## src/rtl/mem_arb_pkg.sv

```systemverilog
// Shared types and constants for the memory-port arbiter.
// Covers FSM states, bus size codes, owner encoding and the timeout NOP.
package mem_arb_pkg;

   typedef enum logic [1:0] {
      StIdle  = 2'd0,
      StBusyF = 2'd1,
      StBusyD = 2'd2,
      StResp  = 2'd3
   } arb_state_t;

   localparam logic [1:0] SIZE_BYTE = 2'b00;
   localparam logic [1:0] SIZE_HALF = 2'b01;
   localparam logic [1:0] SIZE_WORD = 2'b10;

   localparam logic OWN_FETCH = 1'b0;
   localparam logic OWN_DATA  = 1'b1;

   localparam logic [31:0] NOP_INSTR_DEF = 32'h0000_0013;

   // The reserved size code 11 is issued on the bus as a word access.
   function automatic logic [1:0] norm_size(input logic [1:0] size);
      return (size == 2'b11) ? SIZE_WORD : size;
   endfunction

endpackage

```

## src/rtl/mem_arb_watchdog.sv

```systemverilog
// Bus watchdog: counts cycles while enabled and flags expiry in the
// TIMEOUT_CYCLES-th counted cycle; cleared at every grant.
module mem_arb_watchdog #(
   parameter int unsigned TIMEOUT_CYCLES = 1023
) (
   input  logic                                  clk,
   input  logic                                  rst_n,
   input  logic                                  clear,
   input  logic                                  count_en,
   output logic                                  expired,
   output logic [$clog2(TIMEOUT_CYCLES+1)-1:0]   count
);

   localparam int unsigned CntW = $clog2(TIMEOUT_CYCLES + 1);
   localparam logic [CntW-1:0] CntLast = CntW'(TIMEOUT_CYCLES - 1);

   logic [CntW-1:0] cnt_q;

   // Count is zero in the first busy cycle, so expiry lands on cycle TIMEOUT_CYCLES.
   always_ff @(posedge clk or negedge rst_n) begin
      if (!rst_n) begin
         cnt_q <= '0;
      end else if (clear) begin
         cnt_q <= '0;
      end else if (count_en && (cnt_q != CntLast)) begin
         cnt_q <= cnt_q + CntW'(1);
      end
   end

   assign expired = count_en && (cnt_q == CntLast);
   assign count   = cnt_q;

endmodule

```

## src/rtl/mem_port_arbiter.sv

```systemverilog
// Shares one request/ack memory port between instruction fetch and load/store,
// data first with a fetch starvation guard and a watchdog on every access.
module mem_port_arbiter
   import mem_arb_pkg::*;
#(
   parameter int unsigned FETCH_STARVE_MAX = 4,
   parameter int unsigned TIMEOUT_CYCLES   = 1023,
   parameter logic [31:0] NOP_INSTR        = NOP_INSTR_DEF
) (
   input  logic        CLK_CPU,
   input  logic        resetn,
   input  logic        fetch_enable,
   input  logic [31:0] fetch_addr,
   output logic [31:0] instr_fetch,
   output logic        fetch_valid,
   input  logic        data_en,
   input  logic        data_we,
   input  logic [1:0]  store_size,
   input  logic [31:0] data_addr,
   input  logic [31:0] write_data,
   output logic [31:0] mem_read_data,
   output logic        read_data_valid,
   output logic        write_ready,
   output logic        bus_req,
   output logic        bus_we,
   output logic [1:0]  bus_size,
   output logic [31:0] bus_addr,
   output logic [31:0] bus_wdata,
   input  logic        bus_ack,
   input  logic [31:0] bus_rdata,
   output logic        timeout_err,
   output logic [31:0] debug
);

   localparam int unsigned WdW = $clog2(TIMEOUT_CYCLES + 1);
   localparam logic [3:0]  StarveMax = 4'(FETCH_STARVE_MAX);

   arb_state_t  state_q, state_d;
   logic        owner_q, owner_d;
   logic [3:0]  starve_q, starve_d;
   logic        we_q, we_d;
   logic [1:0]  size_q, size_d;
   logic [31:0] addr_q, addr_d;
   logic [31:0] wdata_q, wdata_d;
   logic [31:0] instr_q, instr_d;
   logic [31:0] ldata_q, ldata_d;
   logic        err_q, err_d;

   logic           grant_data, grant_fetch, busy;
   logic           wd_expired;
   logic [WdW-1:0] wd_count;

   assign busy = (state_q == StBusyF) || (state_q == StBusyD);

   mem_arb_watchdog #(
      .TIMEOUT_CYCLES (TIMEOUT_CYCLES)
   ) u_watchdog (
      .clk      (CLK_CPU),
      .rst_n    (resetn),
      .clear    (grant_data | grant_fetch),
      .count_en (busy),
      .expired  (wd_expired),
      .count    (wd_count)
   );

   always_comb begin
      state_d     = state_q;
      owner_d     = owner_q;
      starve_d    = starve_q;
      we_d        = we_q;
      size_d      = size_q;
      addr_d      = addr_q;
      wdata_d     = wdata_q;
      instr_d     = instr_q;
      ldata_d     = ldata_q;
      err_d       = err_q;
      grant_data  = 1'b0;
      grant_fetch = 1'b0;

      unique case (state_q)
         StIdle: begin
            grant_data  = data_en && !(fetch_enable && (starve_q == StarveMax));
            grant_fetch = !grant_data && fetch_enable;
            if (!fetch_enable) begin
               starve_d = '0;
            end
            if (grant_data) begin
               state_d = StBusyD;
               owner_d = OWN_DATA;
               we_d    = data_we;
               size_d  = norm_size(store_size);
               addr_d  = data_addr;
               wdata_d = write_data;
               if (fetch_enable && (starve_q != StarveMax)) begin
                  starve_d = starve_q + 4'd1;
               end
            end else if (grant_fetch) begin
               state_d  = StBusyF;
               owner_d  = OWN_FETCH;
               we_d     = 1'b0;
               size_d   = SIZE_WORD;
               addr_d   = fetch_addr;
               wdata_d  = '0;
               starve_d = '0;
            end
         end
         StBusyF, StBusyD: begin
            // A late ack still beats a same-cycle watchdog expiry.
            if (bus_ack) begin
               state_d = StResp;
               if (state_q == StBusyF) begin
                  instr_d = bus_rdata;
               end else if (!we_q) begin
                  ldata_d = bus_rdata;
               end
            end else if (wd_expired) begin
               state_d = StResp;
               err_d   = 1'b1;
               if (state_q == StBusyF) begin
                  instr_d = NOP_INSTR;
               end else if (!we_q) begin
                  ldata_d = '0;
               end
            end
         end
         StResp: begin
            state_d = StIdle;
         end
         default: begin
            state_d = StIdle;
         end
      endcase
   end

   always_ff @(posedge CLK_CPU or negedge resetn) begin
      if (!resetn) begin
         state_q  <= StIdle;
         owner_q  <= OWN_FETCH;
         starve_q <= '0;
         we_q     <= 1'b0;
         size_q   <= '0;
         addr_q   <= '0;
         wdata_q  <= '0;
         instr_q  <= '0;
         ldata_q  <= '0;
         err_q    <= 1'b0;
      end else begin
         state_q  <= state_d;
         owner_q  <= owner_d;
         starve_q <= starve_d;
         we_q     <= we_d;
         size_q   <= size_d;
         addr_q   <= addr_d;
         wdata_q  <= wdata_d;
         instr_q  <= instr_d;
         ldata_q  <= ldata_d;
         err_q    <= err_d;
      end
   end

   assign bus_req   = busy;
   assign bus_we    = busy && we_q;
   assign bus_size  = size_q;
   assign bus_addr  = addr_q;
   assign bus_wdata = wdata_q;

   assign fetch_valid     = (state_q == StResp) && (owner_q == OWN_FETCH);
   assign read_data_valid = (state_q == StResp) && (owner_q == OWN_DATA) && !we_q;
   assign write_ready     = (state_q == StResp) && (owner_q == OWN_DATA) && we_q;

   assign instr_fetch   = instr_q;
   assign mem_read_data = ldata_q;
   assign timeout_err   = err_q;
   assign debug         = {state_q, owner_q, 1'b0, starve_q, 24'(wd_count)};

endmodule

```

## config.mk

```make
export PLATFORM = sky130hd
export DESIGN_NAME = mem_port_arbiter
export DESIGN_NICKNAME = d
export VERILOG_FILES = /design/src/rtl/mem_arb_pkg.sv /design/src/rtl/mem_arb_watchdog.sv /design/src/rtl/mem_port_arbiter.sv
export SDC_FILE = /design/constraint.sdc
export NUM_CORES = 1
export LEC_CHECK = 0
export ABC_AREA = 1
export ABC_CLOCK_PERIOD_IN_PS = 3000
export BUFFER_PORTS_ARGS = -buffer_cell sky130_fd_sc_hd__buf_2
export CORE_AREA = 2 2 172 140
export DETAILED_ROUTE_END_ITERATION = 12
export DIE_AREA = 0 0 174 142
export PLACE_DENSITY_LB_ADDON = 0.15
export SYNTH_ARGS = -nofsm -noshare
export SYNTH_HDL_FRONTEND = slang
export SYNTH_SLANG_ARGS = --single-unit
```

## constraint.sdc

```tcl
create_clock -name CLK_CPU -period 3 [get_ports CLK_CPU]
set_input_delay 0.3 -clock CLK_CPU [delete_from_list [all_inputs] [get_ports CLK_CPU]]
set_output_delay 0.3 -clock CLK_CPU [all_outputs]
set_load 0.05 [all_outputs]
```

After elaboration in Yosys (flattened, before gate mapping)
Index checks and enable logic that the tools add are counted.
{"block": "word_totals", "register_bits": 149, "latch_bits": 0, "ram_bits": 0, "rom_bits": 0, "inputBits": 136, "output_inout_bits": 168, "word_cells": 86, "mem_count": 0}
{"block": "classes", "addsub": 2, "multipliers": 0, "n_div": 0, "n_lt_le_gt_ge": 0, "n_eq_ne": 10, "n_shift": 0, "n_mux": 33, "n_bitwise": 5, "reduce_logical": 25}
{"cell": "32-bit two-way mux", "count": 14}
{"cell": "10-bit two-way mux", "count": 2}
{"cell": "4-bit two-way mux", "count": 4}
{"cell": "2-bit two-way mux", "count": 7}
{"cell": "1-bit logical AND", "count": 11}
{"cell": "10-bit by 1-bit adder with 10-bit output (second input constant)", "count": 1}
{"cell": "10-bit == test (second input constant)", "count": 1}
{"cell": "10-bit inequality test (second input constant)", "count": 1}
{"cell": "2-bit == test (second input constant)", "count": 3}
{"cell": "2-bit case mux with 3 select lines", "count": 1}
{"cell": "3-bit AND reduction", "count": 2}
{"cell": "2-bit nonzero test", "count": 3}
{"cell": "1-bit two-way mux", "count": 5}
{"cell": "4-bit by 1-bit adder with 4-bit output (second input constant)", "count": 1}
{"cell": "4-bit by 3-bit == test with 1-bit output (second input constant)", "count": 1}
{"cell": "4-bit by 3-bit inequality test with 1-bit output (second input constant)", "count": 1}
{"cell": "1-bit NOT", "count": 4}
{"cell": "2-bit AND reduction", "count": 2}
{"cell": "4-bit AND reduction", "count": 1}
{"cell": "1-bit logical NOT", "count": 3}
{"cell": "3-bit by 2-bit inequality test with 1-bit output (second input constant)", "count": 1}
{"cell": "3-bit inequality test (second input constant)", "count": 1}
{"cell": "2-bit by 1-bit == test with 1-bit output (second input constant)", "count": 1}
{"cell": "2-bit logical NOT", "count": 1}
{"cell": "3 further kinds", "count": 3}

Longest topological paths before layout
Gate-level depths: netlist of run 1.
{"block": "depth", "word_depth": 9, "ltp_mapped": 12, "depth_no_buf": 10}

By module
From an unflattened synthesis of run 1, not the netlist that was laid out.
{"block": "unflattened", "hier_cells": 843, "area_unflattened_um2": 6814.0}
{"module": "mem_port_arbiter", "n_inst": 1, "cells_per_inst": 756, "area_each_um2": 6167.2, "seq_area_each_um2": 3478.3}
{"module": "mem_arb_watchdog", "n_inst": 1, "cells_per_inst": 87, "area_each_um2": 646.9, "seq_area_each_um2": 250.2}

Least setup slack after synthesis of run 1
OpenSTA, ideal clock, no wires.
{"block": "synth_path", "path_type": "reg2out", "startpoint": "register state_q[0]", "endpoint": "output write_ready", "arrival_ps": 2035, "required_time_ps": 2700, "setup_slack_ps": 665, "stages_incl_launch_ff": 4, "path_buffers": 0, "path_cell_list": "dfrtp_1 > ha_1 > inv_1 > nor3_1"}
{"block": "synth_via", "elab_chain_cells": 3}
{"item": "start, declared", "line": "mem_port_arbiter.sv:38", "text": "arb_state_t state_q, state_d;"}
{"item": "start signal, assigned", "line": "mem_port_arbiter.sv:137", "text": "state_q <= StIdle;"}
{"item": "start signal, assigned", "line": "mem_port_arbiter.sv:148", "text": "state_q <= state_d;"}
{"item": "2-bit == test", "line": "mem_port_arbiter.sv:169", "text": "assign write_ready = (state_q == StResp) && (owner_q == OWN_DATA) && we_q;"}
{"item": "1-bit logical AND (2 in a row)", "line": "mem_port_arbiter.sv:169"}
{"item": "end, declared", "line": "mem_port_arbiter.sv:23", "text": "output logic write_ready,"}
Every way passes these cells.

Worst setup path in the final report of run 1
{"block": "layout_path", "startpoint": "register u_watchdog.cnt_q[0], in the netlist u_watchdog.count[0]", "endpoint": "register ldata_q[22], in the netlist mem_read_data[22]"}
{"block": "layout_via", "elab_chain_cells": 4}
{"item": "start, declared", "line": "mem_arb_watchdog.sv:17", "text": "logic [CntW-1:0] cnt_q;"}
{"item": "start signal, assigned", "line": "mem_arb_watchdog.sv:26", "text": "cnt_q <= cnt_q + CntW'(1);"}
{"item": "10-bit == test", "line": "mem_arb_watchdog.sv:30", "text": "assign expired = count_en && (cnt_q == CntLast);"}
{"item": "1-bit logical AND", "line": "mem_arb_watchdog.sv:30"}
{"item": "2-bit nonzero test (no line)"}
{"item": "4-bit AND reduction (no line)"}
{"item": "end signal, assigned", "line": "mem_port_arbiter.sv:156", "text": "ldata_q <= ldata_d;"}
{"item": "end, declared", "line": "mem_port_arbiter.sv:46", "text": "logic [31:0] ldata_q, ldata_d;"}
Every way passes these cells.
A chain may end at the register's enable or synchronous reset.

==> flow_summary_export.csv, run 1 <==
group,metric,value,unit
sta,rsz0062_at_grt,"no",
job,maxCapViolCount,0,
sta,period_share,76.9,%
die,ios,304,
synthesis,seq_area_frac_synth,55.0,%
die,initial_utilization,29.4,%
critical_path,cp_max_fo,64,
routing,vias,5836,
global_routing,grt_max_degree,75,
sta,slew_headroom,41.4,%
pwr,powerDensity,1310,nW/µm²
place,place_congestion,0.769,
routing,ant_nets,0,
die,die-area,24700,µm²
critical_path,critPathLaunchType,"flop",
pwr,pwr-share-seq,27.9,%
final_layout,mostFrequentLayoutCells,"buf_2, nand2_1, dfrtp_1, a21oi_1, o21ai_2",
outcome,run_status,"finished, final reports clean",
die,die_h,142,µm
routing,drtPass1Iterations,4,
clock_network,clockRootBuffer,"clkbuf_16",
critical_path,max_stage_delay,0.60,ns
place,dpl.cell_count,1300,
global_routing,first_global_vias,5533,
final_layout,drive_gt1_share,38.6,%
pwr,clockPowerShare,20.0,%
synthesis,syn_area_per_cell,9.20,µm²
critical_path,cp.buffers_inverters,1,
final_layout,nNetsFinal,1152,
final_layout,syn2layout_area_growth,32.7,%
clock_network,clk_path_buf_depth,2,
clock_network,post_cts_buffers,0,
synthesis,synthTopCellsByArea,"dfrtp_1, nand2_1, o21ai_2, a21oi_1, o21ai_0",
pwr,swShare,52.7,%
clock_network,cts_buffers,17,
final_layout,final_common_cell,"buf_2",
place,io_buffers,288,
place,hpwl,14.1,mm
clock_network,clkTransAtPathRegs,0.07,ns
pwr,p_comb_share,52.1,%
synthesis,yosys.area.top_type,"dfrtp_1",
pwr,leakagePower,0.00465,µW
routing,routed_wirelength,20.5,mm
routing,vias_per_cell,4.37,
synthesis,syn_area,6780,µm²
sta,final-setup-viol-count,0,
clock_network,tritoncts,"done",
routing,drt_iter0_drc,296,
final_layout,instances_no_fill,1334,
pwr,power.switching,6190,µW
global_routing,overflow,0,
global_routing,grt_pass1_wl,32.1,mm
critical_path,cp_top_family,"simple AND/OR/NAND/NOR gates",
die,core-area,23000,µm²
sta,fin_setup_tns,0,ns
pwr,vdd_drop_max,0.532,mV
global_routing,antenna_found_initial,1,
clock_network,clock-sinks,149,
synthesis,synth_top_area_share,55.0,%
routing,wl_per_cell,15.3,µm
sta,timing.fmax,433,MHz
critical_path,end_kind,"flop",
critical_path,path_common_cell,"nand2_4",
critical_path,crit_slowest_cell,"nand3_4",
sta,period_minus_slack,2.31,ns
critical_path,path_cells,"inv_1 -> ha_1 -> nand3_1 -> nor2_4 -> nand2_4 -> nand2_4 -> nand3_4 -> nand2_1 -> o21ai_2",
die,die_w,174,µm
critical_path,r2r_slack,0.69,ns
synthesis,ys_types,31,
synthesis,netlist_instances,737,
sta,skew,0.00989,ns
critical_path,arrival,2.58,ns
clock_network,htreeDepth,4,
sta,hold_slack,0.115,ns
critical_path,required,3.27,ns
worst_hold_path,min_path_type,"input port to flop",
synthesis,ys_ff_latch,149,
global_routing,grtUsageTotal,16.6,%
clock_network,clock_latency,0.42,ns
die,rows,50,
pwr,internal_power,5560,µW
routing,drc,0,
critical_path,worst-setup-path-type,"flop to flop",
synthesis,yosysWarnings,0,
sta,final_hold_viol_count,0,
sta,drv_slew,0,
sta,tightest_slew,0.880,ns
[through the flow]
step / total power, µW / area (µm²) / utilization (%) / setup slack, ns
3_5_place_dp: 9510 / 8350 / 36.3 / 0.687
2_1_floorplan: 8100 / 6830 / - / 0.665
3_3_place_gp: 9490 / 8350 / 36.3 / 0.741
4_1_cts: 11900 / 8990 / 39.1 / 0.659
6_report: 11800 / 8990 / 39.1 / 0.693
5_1_grt: 12500 / 8990 / 39.1 / 0.446
[final timing paths]
check / start / to / cells past startpoint
max reg2reg: u_watchdog.count[0] / mem_read_data[22] / 9
min reg2reg: mem_read_data[1] / mem_read_data[1] / 2
min in group asynchronous: resetn / mem_read_data[30] / 2
max: u_watchdog.count[0] / mem_read_data[22] / 9
min: data_addr[12] / bus_addr[12] / 3
max in group asynchronous: resetn / bus_addr[11] / 3
[cell families (layout without fill, tap and decap cells)]
kind of cell               Yosys count  count (layout)  share of synthesized area [%]
and+or+nand+nor                    307             307                           18.4
DFF                                149             149                           55.0
AOI/OAI and AO/OA                  180             180                           16.6
adders and majority gates            8               8                           1.48
muxes                                1               1                          0.148
buffers and inverters               85             355                           7.55
other                                1              16                         0.0553
xor gates and xnor gates             6               6                          0.775
[per-layer routing]
layer	track usage [%]	up-vias	part of all wire (%)
met2	24.1	225	43
met3	6.81	11	9.0
met5	0	-	0
met1	22.9	2691	47
met4	3.85	0	0.84
li1	-	2909	-
[power by group through the flow]
stage	Sequential (µW)	Combinational, µW	Clock (µW)
floorplan	6020	2080	0
CTS	3290	6210	2410
global placement	3310	6180	0
detailed placement	3300	6210	0
global route	3390	6560	2500
finish	3280	6120	2350
[layout make-up]
cell class                      count  area [µm²]
Fill cell                        2447       14000
Sequential cell                   149        3730
Multi-Input combinational cell    517        2590
Timing Repair Buffer              298        1550
Clock buffer                       19         443
Tap cell                          312         390
Clock inverter                     13         194
Inverter                           25        93.8
Antenna cell                        1        2.50
[synth_stat cells, drive strengths merged]
cell type,count
nand2,236
dfrtp,149
o21ai,108
a21oi,67
buf,53
nor2,46
inv,25
nand3,17
ha,8
clkbuf,7
nand4,5
xnor2,3
xor2,3
nor3,2
o21bai,2
a22o,1
a31oi,1
conb,1
mux2i,1
o22ai,1
or2,1
[state kept, by name, indices dropped and copies added, names as in the netlist]
name              count
state_q               2
we_q                  1
bus_addr             32
instr_fetch          32
starve_q              4
u_watchdog.count     10
bus_wdata            32
bus_size              2
timeout_err           1
owner_q               1
mem_read_data        32
[worst reg2reg max path, delay by kind of cell (launching register included)]
kind / cells / cell delay [ns]
simple gates: 6 / 1.33
buf+inv: 1 / 0.12
compound gates: 1 / 0.07
flops: 1 / 0.48
fa+ha+maj: 1 / 0.15
[repair_timing]
action                    CTS  global route
resized for setup           0             0
hold endpoints to repair   71             0
hold buffers                1             0
Power figures use the tool's default switching activity.
==> run 2: changes to the inputs <==
- ABC_CLOCK_PERIOD_IN_PS: 3000 -> 2100
- clock period: 3 -> 2.1 ns (I/O delays scaled with it)
==> run 2 against run 1 <==
  * First-iteration DRC count is 0.34% higher
  * Register-to-register slack got worse by 0.40 ns
  * Sequential power grew 42%
  * Critical path type is now flop to primary output
  * Largest power group unchanged
==> flow_summary_export.csv, run 2 (synthesis gave the netlist of run 1 again) <==
group,metric,value,unit
clock_network,htreeDepth,4,
die,ios,304,
critical_path,path_cells,"inv_1 -> ha_4 -> nand2_1 -> inv_1 -> buf_2",
critical_path,path_common_cell,"inv_1",
sta,skew,0.0185,ns
routing,drc,0,
critical_path,cp.buffers_inverters,3,
die,core-area,23000,µm²
critical_path,critPathLaunch,"state_q[0]",
global_routing,overflow,0,
critical_path,crit_slowest_cell,"dfrtp_1",
final_layout,final_common_cell,"buf_2",
clock_network,clock_latency,0.43,ns
outcome,run_status,"finished, final reports clean",
sta,drv_slew,0,
clock_network,post_cts_buffers,0,
routing,drt_iter0_drc,297,
critical_path,cp_max_fo,8,
clock_network,clockRootBuffer,"clkbuf_16",
place,io_buffers,288,
final_layout,drive_gt1_share,39.6,%
routing,vias,5826,
global_routing,antenna_found_initial,2,
sta,rsz0062_at_grt,"no",
sta,hold_slack,0.0207,ns
final_layout,fillers,2440,
final_layout,syn2layout_area_growth,34.8,%
clock_network,clk_path_buf_depth,2,
critical_path,arrival,1.66,ns
sta,timing.fmax,534,MHz
routing,wl_per_cell,15.1,µm
critical_path,r2r_cells,9,
final_layout,mostFrequentLayoutCells,"buf_2, nand2_1, dfrtp_1, a21oi_1, o21ai_2",
sta,slew_headroom,62.2,%
die,rows,50,
sta,final_hold_viol_count,0,
clock_network,clock-sinks,149,
final_layout,nNetsFinal,1162,
die,die-area,24700,µm²
die,die_h,142,µm
sta,fin_setup_tns,0,ns
sta,final-setup-viol-count,0,
worst_hold_path,worstHoldStart,"store_size[1]",
global_routing,grt_max_degree,69,
worst_hold_path,min_path_cells,3,
pwr,vdd_drop_max,0.800,mV
global_routing,first_global_vias,5695,
pwr,leakagePower,0.00473,µW
critical_path,required,1.89,ns
critical_path,timing.rr.end,"mem_read_data[4]",
pwr,powerDensity,1850,nW/µm²
sta,period_minus_slack,1.87,ns
critical_path,end_kind,"primary output",
worst_hold_path,min_to,"bus_size[1]",
job,maxCapViolCount,0,
sta,period_share,89.2,%
critical_path,reg2reg_from,"u_watchdog.count[1]",
clock_network,clkTransAtPathRegs,0.07,ns
routing,routed_wirelength,20.3,mm
worst_hold_path,min_path_type,"input port to flop",
global_routing,grtUsageTotal,16.5,%
die,initial_utilization,29.4,%
place,hpwl,14.4,mm
critical_path,critPathLaunchType,"flop",
critical_path,max_stage_delay,0.42,ns
place,place_congestion,0.785,
routing,drtPass1Iterations,4,
clock_network,tritoncts,"done",
sta,tightest_slew,0.567,ns
die,die_w,174,µm
pwr,p_total,16900,µW
routing,ant_nets,0,
clock_network,cts_buffers,17,
routing,vias_per_cell,4.33,
critical_path,r2r_slack,0.29,ns
critical_path,cp_top_family,"flip-flops",
critical_path,worst-setup-path-type,"flop to primary output",
global_routing,grt_pass1_wl,31.8,mm
## run 2: report_power, final
| part | total (µW) | leakage, µW | switching, µW | internal (µW) |
|---|---|---|---|---|
| combinational | 8940 | 0.00253 | 6920 | 2020 |
| clock | 3300 | 0.000303 | 1360 | 1940 |
| sequential | 4660 | 0.00189 | 634 | 4030 |
| total | 16900 | 0.00473 | 8910 | 7990 |
## run 2: cell type report
cell class / count / area, µm² / area share (%)
Sequential cell: 149 / 3730 / 40.8
Multi-Input combinational cell: 517 / 2620 / 28.6
Timing Repair Buffer: 308 / 1680 / 18.3
Clock buffer: 18 / 439 / 4.81
Tap cell: 312 / 390 / 4.27
Clock inverter: 14 / 188 / 2.05
Inverter: 25 / 96.3 / 1.05
Antenna cell: 2 / 5.00 / 0.0548
## run 2: what timing repair did
item	CTS	global route
endpoints found under the hold margin	46	0
gates resized for setup	0	3
setup endpoints to repair	0	10
hold buffers	1	0
## run 2: per-stage QoR
stage          util (%)  setup slack (ns)  cells  cell area [µm²]
2_1_floorplan         -            0.0104    751             6840
3_3_place_gp       36.8             0.260   1310             8480
3_5_place_dp       36.8             0.140   1310             8480
4_1_cts            39.6            0.0914   1343             9120
5_1_grt            39.7            0.0995   1343             9130
6_report           39.7             0.226   1345             9140
## run 2: worst max path at each step
| stage | end | slack (ns) | cells past startpoint |
|---|---|---|---|
| 6_report | bus_we | 0.23 | 5 |
| 5_1_grt | bus_we | 0.1 | 5 |
| 4_1_cts | bus_we | 0.09 | 5 |
| 3_5_place_dp | u_watchdog.count[1] | 0.14 | 9 |
| 3_3_place_gp | u_watchdog.count[1] | 0.26 | 9 |
| 2_1_floorplan | u_watchdog.count[4] | 0.01 | 9 |
## run 2: worst reg2reg max path: stages, from the launching register on
cell	delay [ns]
dfrtp_1	0.43
ha_1	0.20
nand3_1	0.11
nor2_4	0.05
nand2_4	0.08
nand2_4	0.07
nand3_4	0.07
buf_4	0.47
nand2_1	0.17
o21ai_2	0.08
## run 2: per-layer routing
layer / track usage, % / routed length [µm]
met5: 0 / 0
met4: 4.42 / 238
met3: 7.45 / 2010
met2: 24.1 / 8710
met1: 22.1 / 9310
